## src/rtl/uint8_div.sv

```systemverilog
// Sequential restoring divider: one quotient bit per clock, valid/ready on both sides.
// Optional divide-by-zero flag output is enabled by defining DIV_ZERO_FLAG_EN.
module uint8_div #(
    parameter int DWIDTH = 8
) (
    input  logic              clk,
    input  logic              rst,
    input  logic              op_val,
    output logic              op_rdy,
    input  logic [DWIDTH-1:0] dividend,
    input  logic [DWIDTH-1:0] divisor,
    output logic              res_val,
    input  logic              res_rdy,
    output logic [DWIDTH-1:0] quotient,
    output logic [DWIDTH-1:0] remainder
`ifdef DIV_ZERO_FLAG_EN
    ,
    output logic              div_by_zero
`endif
);

    localparam int CW = $clog2(DWIDTH);

    typedef enum logic [1:0] {
        IDLE,
        CALC,
        DONE
    } state_t;

    state_t state, state_nxt;

    logic accept;
    logic retire;
    logic last_step;

    logic [DWIDTH-1:0] dvd_q;   // dividend shift register, fills with quotient bits
    logic [DWIDTH-1:0] dvs_q;
    logic [DWIDTH-1:0] rem_q;   // restored partial remainder, always < divisor
    logic [CW-1:0]     cnt_q;

    logic [DWIDTH:0]   shifted;
    logic [DWIDTH:0]   trial;
    logic              q_bit;
    logic [DWIDTH-1:0] rem_nxt;
    logic [DWIDTH-1:0] dvd_nxt;

    always_ff @(posedge clk) begin
        if (rst) begin
            state <= IDLE;
        end else begin
            state <= state_nxt;
        end
    end

    always_comb begin
        // NOTE: every output of this block gets a default first, so no path can infer a latch.
        state_nxt = state;
        op_rdy    = 1'b0;
        res_val   = 1'b0;
        accept    = 1'b0;
        retire    = 1'b0;
        last_step = 1'b0;
        case (state)
            IDLE: begin
                op_rdy = 1'b1;
                if (op_val) begin
                    accept    = 1'b1;
                    state_nxt = CALC;
                end
            end
            CALC: begin
                if (cnt_q == '0) begin
                    last_step = 1'b1;
                    state_nxt = DONE;
                end
            end
            DONE: begin
                res_val = 1'b1;
                if (res_rdy) begin
                    retire    = 1'b1;
                    state_nxt = IDLE;
                end
            end
            default: state_nxt = IDLE;
        endcase
    end

    // One restoring step: the subtractor is DWIDTH+1 bits so its MSB is the borrow.
    always_comb begin
        shifted = {rem_q, dvd_q[DWIDTH-1]};
        trial   = shifted - {1'b0, dvs_q};
        q_bit   = ~trial[DWIDTH];
        rem_nxt = q_bit ? trial[DWIDTH-1:0] : shifted[DWIDTH-1:0];
        dvd_nxt = {dvd_q[DWIDTH-2:0], q_bit};
    end

    always_ff @(posedge clk) begin
        // NOTE: sequential state uses non-blocking assignments so every register samples pre-edge values.
        if (rst) begin
            dvd_q     <= '0;
            dvs_q     <= '0;
            rem_q     <= '0;
            cnt_q     <= '0;
            quotient  <= '0;
            remainder <= '0;
        end else begin
            if (accept) begin
                dvd_q <= dividend;
                dvs_q <= divisor;
                rem_q <= '0;
                cnt_q <= CW'(DWIDTH - 1);
            end else if (state == CALC) begin
                dvd_q <= dvd_nxt;
                rem_q <= rem_nxt;
                cnt_q <= cnt_q - CW'(1);
            end
            // Result registers load only on the final step, so they hold through DONE.
            if (last_step) begin
                quotient  <= dvd_nxt;
                remainder <= rem_nxt;
            end
        end
    end

`ifdef DIV_ZERO_FLAG_EN
    always_ff @(posedge clk) begin
        if (rst) begin
            div_by_zero <= 1'b0;
        end else if (accept) begin
            div_by_zero <= (divisor == '0);
        end else if (retire) begin
            div_by_zero <= 1'b0;
        end
    end
`endif

endmodule

```

## config.mk

```make
export PLATFORM = sky130hd
export DESIGN_NAME = uint8_div
export DESIGN_NICKNAME = d
export VERILOG_FILES = /design/src/rtl/uint8_div.sv
export SDC_FILE = /design/constraint.sdc
export NUM_CORES = 1
export LEC_CHECK = 0
export ABC_AREA = 1
export CAP_MARGIN = 30
export CORE_ASPECT_RATIO = 1.4
export CORE_UTILIZATION = 50
export CTS_BUF_LIST = sky130_fd_sc_hd__clkbuf_4 sky130_fd_sc_hd__clkbuf_8
export DETAILED_ROUTE_END_ITERATION = 10
export GPL_TIMING_DRIVEN = 0
export PLACE_DENSITY = 0.76
export SLEW_MARGIN = 20
export SYNTH_ARGS = -nofsm -noshare
export SYNTH_HDL_FRONTEND = slang
export SYNTH_SLANG_ARGS = --single-unit
```

## constraint.sdc

```tcl
create_clock -name clk -period 1.9 [get_ports clk]
set_input_delay 0.19 -clock clk [delete_from_list [all_inputs] [get_ports clk]]
set_output_delay 0.19 -clock clk [all_outputs]
set_load 0.05 [all_outputs]
```

==> flow_summary.ini, run 1 <==
[status]
status = complete, but fails checks
failed_checks = setup timing

[placed_design]
finalWeightedCongestion = 0.8766
placed_cell_area_mm2 = 0.002790
number_of_buffers_inserted_by_port_buffering = 36
dp_hpwl_um = 3996
numPlacedInstances = 435
post-place-ws_ps = -164.0

[routing]
wire_length_per_cell_after_detailed_routing_um = 12.33
first_iter_violations = 89
drtPass1Iterations = 7
post_route_drc = 0
number_of_nets_still_failing_antenna_checks_after_routing = 0
number_of_vias_after_detailed_routing = 2240
via_per_inst = 4.989
wl_um = 5538

[power_and_ir_drop]
static-leakage-power_uw = 0.001375
power.sequential.fraction_pct = 37.7
power_density_mw_per_mm2 = 948.2
ir_drop_worst_case_vdd_mv = 0.6249
power.net_switching_uw = 1054
power_report.internal_total_uw = 1820
power.clock.fraction_pct = 26.1
swShare_pct = 36.67
power.share.combinational_pct = 36.3

[worst_setup_path]
reg2reg_setup_slack_ps = -10
critical_path.max_stage_delay_ps = 360
cp_cell_sequence = inv_2 -> ha_4 -> fa_2 -> inv_1 -> nand2_1 -> nand2_2 -> nand3_4 -> nand2_4 -> nand2_4 -> nand3_1 -> nand3_2 -> nand2_2 -> inv_1
timing.rr.start = dvd_q[7]
worstSetupStartpointType = register
crit_required_ps = 2110
crit_path_max_fanout = 5
arrival_ps = 2120
critical_path.startpoint = dvd_q[7]
timing_worst_setup_path_type = reg2reg
cp_slowest_cell = sky130_fd_sc_hd__fa_2
crit_path_end_kind = register

[global_routing]
grt_start_max_net_pins = 15
groute.usage.overall_pct = 24.09
grt_pass1_vias = 2069
antenna_found_initial = 0
global_route_wire_length_before_repair_um = 9108
grt.overflow.total = 0

[floorplan]
die-area_mm2 = 0.004981
initial_core_util_pct = 51.81
io-pin-count = 38
die_y_um = 83.11
coreArea_mm2 = 0.004536
dieWidth_um = 59.94
rows = 29

[clock_tree]
cts.reportedPaths.clkPinSlew_ps = 90
clk_latency_ps = 300
cts_tree = done
clockBufferDepth = 2
ctsHoldBuffers = 0
htree_num_levels = 2
cts_made_buffers = 5
clock_tree.root_cell = sky130_fd_sc_hd__clkbuf_8
clkSinkCount = 45

[timing]
grt_setup_unrepaired = true
layout_worst_path_cycle_share_pct = 100.6
max_transition_viols_final = 0
hold_violations = 0
finalClockSkew_ps = 9.574
final_critical_path_setup_slack_ps = -11.29
post-route-min-period_ps = 1911
tightestPinTransition_ps = 509.9
fin_tns_setup_ps = -11.29
finalHoldWorstSlack_ps = 344.1
max_freq_mhz = 523.2
slew_headroom_pct = 65.90
setup_viol_count_final = 1

[hold_path]
startpoint_of_the_most_critical_hold_path = rst
worst_min_delay_path_category = in2reg

[flow_run]
max_cap_violations = 0

[synthesis]
number_of_unique_standard_cell_types_used_by_synthesis = 32
synth.avg_cell_area_um2 = 6.973
syn_nets = 368
syn_area_mm2 = 0.002350
ys.warnings.count = 0
synth_seq_area_share_pct = 38.34
synth-seq-cells = 45
synthCells = 337

[cells_and_area]
final_cell_area_mm2 = 0.003030
total_inserted_antenna_cells = 0
layout-drive-gt1-share_pct = 13.44
post_layout_nonfiller_instances = 449
syn2layout_area_growth_pct = 28.97
layout.nets = 417
## logic make-up (layout without fill, tap and decap cells)
group	after synthesis	count (layout)	share of synthesized area, %
and+or+nand+nor	170	172	33.23
buffers and inverters	64	112	10.54
DFF	45	45	38.34
AOI/OAI and AO/OA	44	44	10.60
adders and majority gates	11	11	6.177
xor gates and xnor gates	3	3	1.118
## final timing paths
| path | end | cells after the start |
|---|---|---|
| min | remainder[4] | 4 |
| max | rem_q[6] | 13 |
| min reg2reg | quotient[7] | 2 |
| max reg2reg | rem_q[6] | 13 |
## synth_stat cells
cell type	instances	share of area [%]
sky130_fd_sc_hd__a211oi_1	1	0.32
sky130_fd_sc_hd__a21oi_1	19	4.0
sky130_fd_sc_hd__a21oi_2	2	0.75
sky130_fd_sc_hd__a221oi_1	2	0.75
sky130_fd_sc_hd__a22o_1	1	0.37
sky130_fd_sc_hd__a31oi_1	6	1.6
sky130_fd_sc_hd__buf_1	1	0.16
sky130_fd_sc_hd__buf_2	3	0.64
sky130_fd_sc_hd__buf_4	1	0.32
sky130_fd_sc_hd__clkbuf_1	4	0.64
sky130_fd_sc_hd__dfxtp_1	45	38
sky130_fd_sc_hd__fa_1	1	0.85
sky130_fd_sc_hd__ha_1	10	5.3
sky130_fd_sc_hd__inv_1	54	8.6
sky130_fd_sc_hd__inv_2	1	0.16
sky130_fd_sc_hd__nand2_1	77	12
sky130_fd_sc_hd__nand2_2	9	2.4
sky130_fd_sc_hd__nand2_4	1	0.48
sky130_fd_sc_hd__nand2_8	1	0.85
sky130_fd_sc_hd__nand3_1	32	6.8
sky130_fd_sc_hd__nand3_2	1	0.43
sky130_fd_sc_hd__nand3_4	1	0.75
sky130_fd_sc_hd__nand3b_1	2	0.64
sky130_fd_sc_hd__nor2_1	40	6.4
sky130_fd_sc_hd__nor2_2	1	0.27
sky130_fd_sc_hd__nor2_4	1	0.48
sky130_fd_sc_hd__nor3_1	1	0.21
sky130_fd_sc_hd__nor3_4	1	0.69
sky130_fd_sc_hd__o21ai_0	13	2.8
sky130_fd_sc_hd__or2_1	1	0.27
sky130_fd_sc_hd__or2_2	1	0.27
sky130_fd_sc_hd__xnor2_1	3	1.1
## metal layers
metal  part of all wire (%)  global-route usage [%]  vias to the layer above
met5                      0                       0                        -
met4                    2.9                   10.36                        0
met3                    4.0                   4.517                       14
met2                     53                   43.33                       66
met1                     40                   26.11                     1000
li1                       -                       -                     1160
## critical path, delay by kind of cell, from the launching register on
family / cells / cell delay (ps)
flip-flops: 1 / 340
adder cells (fa/ha/maj): 2 / 520
AND/OR/NAND/NOR: 8 / 830
buffers and inverters: 3 / 140
## area by class of cell
cell class,count,area (um^2)
Sequential cell,45,902.1
Fill cell,393,1505
Clock inverter,2,38.79
Buffer,9,41.29
Timing Repair Buffer,40,392.9
Clock buffer,6,76.32
Inverter,55,206.4
Tap cell,62,77.57
Multi-Input combinational cell,230,1295
## sequential cells by signal, summed over array words and instances, names as in the netlist
name / count
dvd_q: 8
dvs_q: 8
quotient: 8
rem_q: 8
remainder: 8
cnt_q: 3
state: 2
## power by group through the flow
stage                     Clock, uW  Combinational (uW)  Sequential, uW
after floorplan                   0                 637            1160
final                           749                1040            1080
after CTS                       757                1000            1080
after detailed placement          0                 935            1100
after global routing            788                1150            1090
after global placement            0                 924            1100
## cell usage in the layout, fill, tap and decap left out, drive strengths merged
cell type and n:
nand2 89, inv 55, dfxtp 45, nor2 42, clkdlybuf4s50 35, nand3 35, a21oi 21, o21ai 13
ha 10, clkbuf 10, buf 9, a31oi 6, xnor2 3, a221oi 2, nand3b 2, or2 2
nor3 2, a211oi 1, a22o 1, fa 1, clkinv 1, bufinv 1, dlygate4sd2 1
## through the flow
stage                     power (uW)  utilization, %
after floorplan                 1802               -
after global placement          2023           61.52
after detailed placement        2036           61.52
after CTS                       2839           65.63
after global routing            3028           66.81
final                           2873           66.81
## repair_timing
item | CTS | global route
resized for setup | 10 | 9
setup buffers | 2 | 2
setup endpoints to repair | 19 | 18
pin swaps | 2 | 7
endpoints found under the hold margin | 0 | 0
gates cloned | 2 | 0
(Power assumes the default switching activity.)
==> run 2, diff against run 1 <==
--- a/config.mk
+++ b/config.mk
@@ -13,7 +13,7 @@
 export DETAILED_ROUTE_END_ITERATION = 10
 export GPL_TIMING_DRIVEN = 0
 export PLACE_DENSITY = 0.76
-export SLEW_MARGIN = 20
+export SLEW_MARGIN = 30
 export SYNTH_ARGS = -nofsm -noshare
 export SYNTH_HDL_FRONTEND = slang
 export SYNTH_SLANG_ARGS = --single-unit
==> results of run 2 <==
The final DEF is identical to that of run 1; final timing and power are the same.
==> run 3, diff against run 2 <==
--- a/config.mk
+++ b/config.mk
@@ -12,7 +12,7 @@
 export CTS_BUF_LIST = sky130_fd_sc_hd__clkbuf_4 sky130_fd_sc_hd__clkbuf_8
 export DETAILED_ROUTE_END_ITERATION = 10
 export GPL_TIMING_DRIVEN = 0
-export PLACE_DENSITY = 0.76
+export PLACE_DENSITY = 0.87
 export SLEW_MARGIN = 30
 export SYNTH_ARGS = -nofsm -noshare
 export SYNTH_HDL_FRONTEND = slang
==> run 3 against run 2 <==
Effect of this change:
- the run still ends with setup timing left
- setup slack got worse by 39 ps
- worst hold slack improved by 40 ps
- sequential share of layout area decreased by 1.6 points
- sequential power about the same
- via count increased by 8.3%
- highest routed layer unchanged
==> flow_summary.ini, run 3 (same netlist as run 1, synthesis figures left out) <==
[global_routing]
groute.layer.met3.usage_pct = 5.140
grt_pass1_vias = 2259
globalRouteMet1Util_pct = 29.37
groute.usage.overall_pct = 26.40
grt.overflow.total = 0
grt_start_max_net_pins = 15
top_usage_layer = met2
antenna_found_initial = 0
global_route.usage.met2_pct = 45.05
global_route_wire_length_before_repair_um = 10030

[worst_setup_path]
critical_path.reg2reg.endpoint = rem_q[6]
worstSetupStartpointType = register
crit_path_max_fanout = 2
ff2ff_path_depth = 14
reg2reg_setup_slack_ps = -50
arrival_ps = 2160
timing_worst_setup_path_type = reg2reg
timing.rr.start = dvd_q[7]
crit_required_ps = 2110
crit_path_end_kind = register

[placed_design]
post-place-ws_ps = -196.8
finalWeightedCongestion = 0.8650
dp_hpwl_um = 4173
placed_cell_area_mm2 = 0.002790
number_of_buffers_inserted_by_port_buffering = 36

[cells_and_area]
syn2layout_area_growth_pct = 36.53
final_cell_area_mm2 = 0.003208
fillers = 343
layout.nets = 421
layout_common_cells = sky130_fd_sc_hd__nand2_1, sky130_fd_sc_hd__inv_1, sky130_fd_sc_hd__dfxtp_1
mostFrequentLayoutCell = sky130_fd_sc_hd__nand2_1
layout-drive-gt1-share_pct = 19.69
final_core_utilization_pct = 70.73
total_inserted_antenna_cells = 0

[timing]
max_transition_viols_final = 0
layout_worst_path_cycle_share_pct = 102.7
post-route-min-period_ps = 1951
tightestPinTransition_ps = 516.2
setup_viol_count_final = 12
finalHoldWorstSlack_ps = 384.5
max_freq_mhz = 512.6
finalClockSkew_ps = 3.375
slew_headroom_pct = 65.53
final_critical_path_setup_slack_ps = -50.68
grt_setup_unrepaired = true
hold_violations = 0

[routing]
wl_um = 6558
post_route_drc = 0
number_of_vias_after_detailed_routing = 2426
drtPass1Iterations = 4
number_of_nets_still_failing_antenna_checks_after_routing = 0
first_iter_violations = 138
wire_length_per_cell_after_detailed_routing_um = 14.48
via_per_inst = 5.355

[floorplan]
die-area_mm2 = 0.004981
die_y_um = 83.11
rows = 29
initial_core_util_pct = 51.81
coreArea_mm2 = 0.004536
io-pin-count = 38
dieWidth_um = 59.94

[hold_path]
worst_min_delay_path_category = in2reg
whs_path_depth = 4
whs_endpoint = remainder[0]
startpoint_of_the_most_critical_hold_path = rst

[flow_run]
max_cap_violations = 0

[power_and_ir_drop]
finalPower_uw = 3066
ir_drop_worst_case_vdd_mv = 0.7054
static-leakage-power_uw = 0.001437
power_density_mw_per_mm2 = 955.6

[clock_tree]
clkSinkCount = 45
clk_latency_ps = 300
clockBufferDepth = 2
cts_tree = done
htree_num_levels = 2
ctsHoldBuffers = 0
clock_tree.root_cell = sky130_fd_sc_hd__clkbuf_8
cts_made_buffers = 5
cts.reportedPaths.clkPinSlew_ps = 90

[status]
status = complete, but fails checks
failed_checks = setup timing
-- run 3: worst max path at each step --
| stage | startpoint | endpoint | slack (ps) | cells past startpoint |
|---|---|---|---|---|
| 4_1_cts | dvd_q[7] | remainder[7] | 1 | 13 |
| 6_report | dvd_q[7] | rem_q[6] | -50 | 14 |
| 3_5_place_dp | dvd_q[7] | remainder[0] | -200 | 13 |
| 3_3_place_gp | dvd_q[7] | remainder[0] | -140 | 13 |
| 2_1_floorplan | dvd_q[7] | remainder[7] | 70 | 13 |
| 5_1_grt | dvd_q[7] | rem_q[0] | -120 | 13 |
-- run 3: layout make-up --
| type | count | area [um^2] | area share (%) |
|---|---|---|---|
| Multi-Input combinational cell | 229 | 1418 | 44.19 |
| Sequential cell | 45 | 903.4 | 28.16 |
| Timing Repair Buffer | 45 | 441.7 | 13.77 |
| Inverter | 55 | 206.4 | 6.435 |
| Clock buffer | 6 | 82.58 | 2.574 |
| Tap cell | 62 | 77.57 | 2.418 |
| Buffer | 9 | 41.29 | 1.287 |
| Clock inverter | 2 | 37.54 | 1.170 |
-- run 3: power by group --
part | switching [uW] | internal [uW] | total [uW]
Sequential | 61.4 | 1030 | 1090
Clock | 343 | 428 | 771
Combinational | 762 | 445 | 1210
Total | 1170 | 1900 | 3070
-- run 3: worst max-delay path: stages, from the launching register on --
cell and delay, ps:
sky130_fd_sc_hd__dfxtp_2 360, sky130_fd_sc_hd__inv_2 50, sky130_fd_sc_hd__ha_4 160, sky130_fd_sc_hd__fa_2 360
sky130_fd_sc_hd__inv_2 80, sky130_fd_sc_hd__nand2_2 70, sky130_fd_sc_hd__nand2_4 80, sky130_fd_sc_hd__buf_6 90
sky130_fd_sc_hd__nand3b_1 140, sky130_fd_sc_hd__nand3_1 140, sky130_fd_sc_hd__nand2_2 80, sky130_fd_sc_hd__nand2_4 70
sky130_fd_sc_hd__nand3_2 60, sky130_fd_sc_hd__nand2_1 70, sky130_fd_sc_hd__inv_1 30
-- run 3: metal layers --
| layer | wire (um) | vias up |
|---|---|---|
| li1 | - | 1165 |
| met1 | 2491 | 1115 |
| met2 | 3342 | 111 |
| met3 | 342 | 35 |
| met4 | 382 | 0 |
| met5 | 0 | - |
-- run 3: stage by stage --
stage | setup TNS (ps) | instances
2_1_floorplan | 0 | 337
6_report | -327.3 | 453
5_1_grt | -1562 | 453
3_3_place_gp | -1388 | 435
4_1_cts | 0 | 448
3_5_place_dp | -2505 | 435
-- run 3: timing repair --
action	4_1_cts	5_1_grt
gates resized for setup	12	36
setup buffers	4	5
gates cloned	1	0
pin swaps	8	16
endpoints found under the setup margin	18	18
hold endpoints to repair	0	0
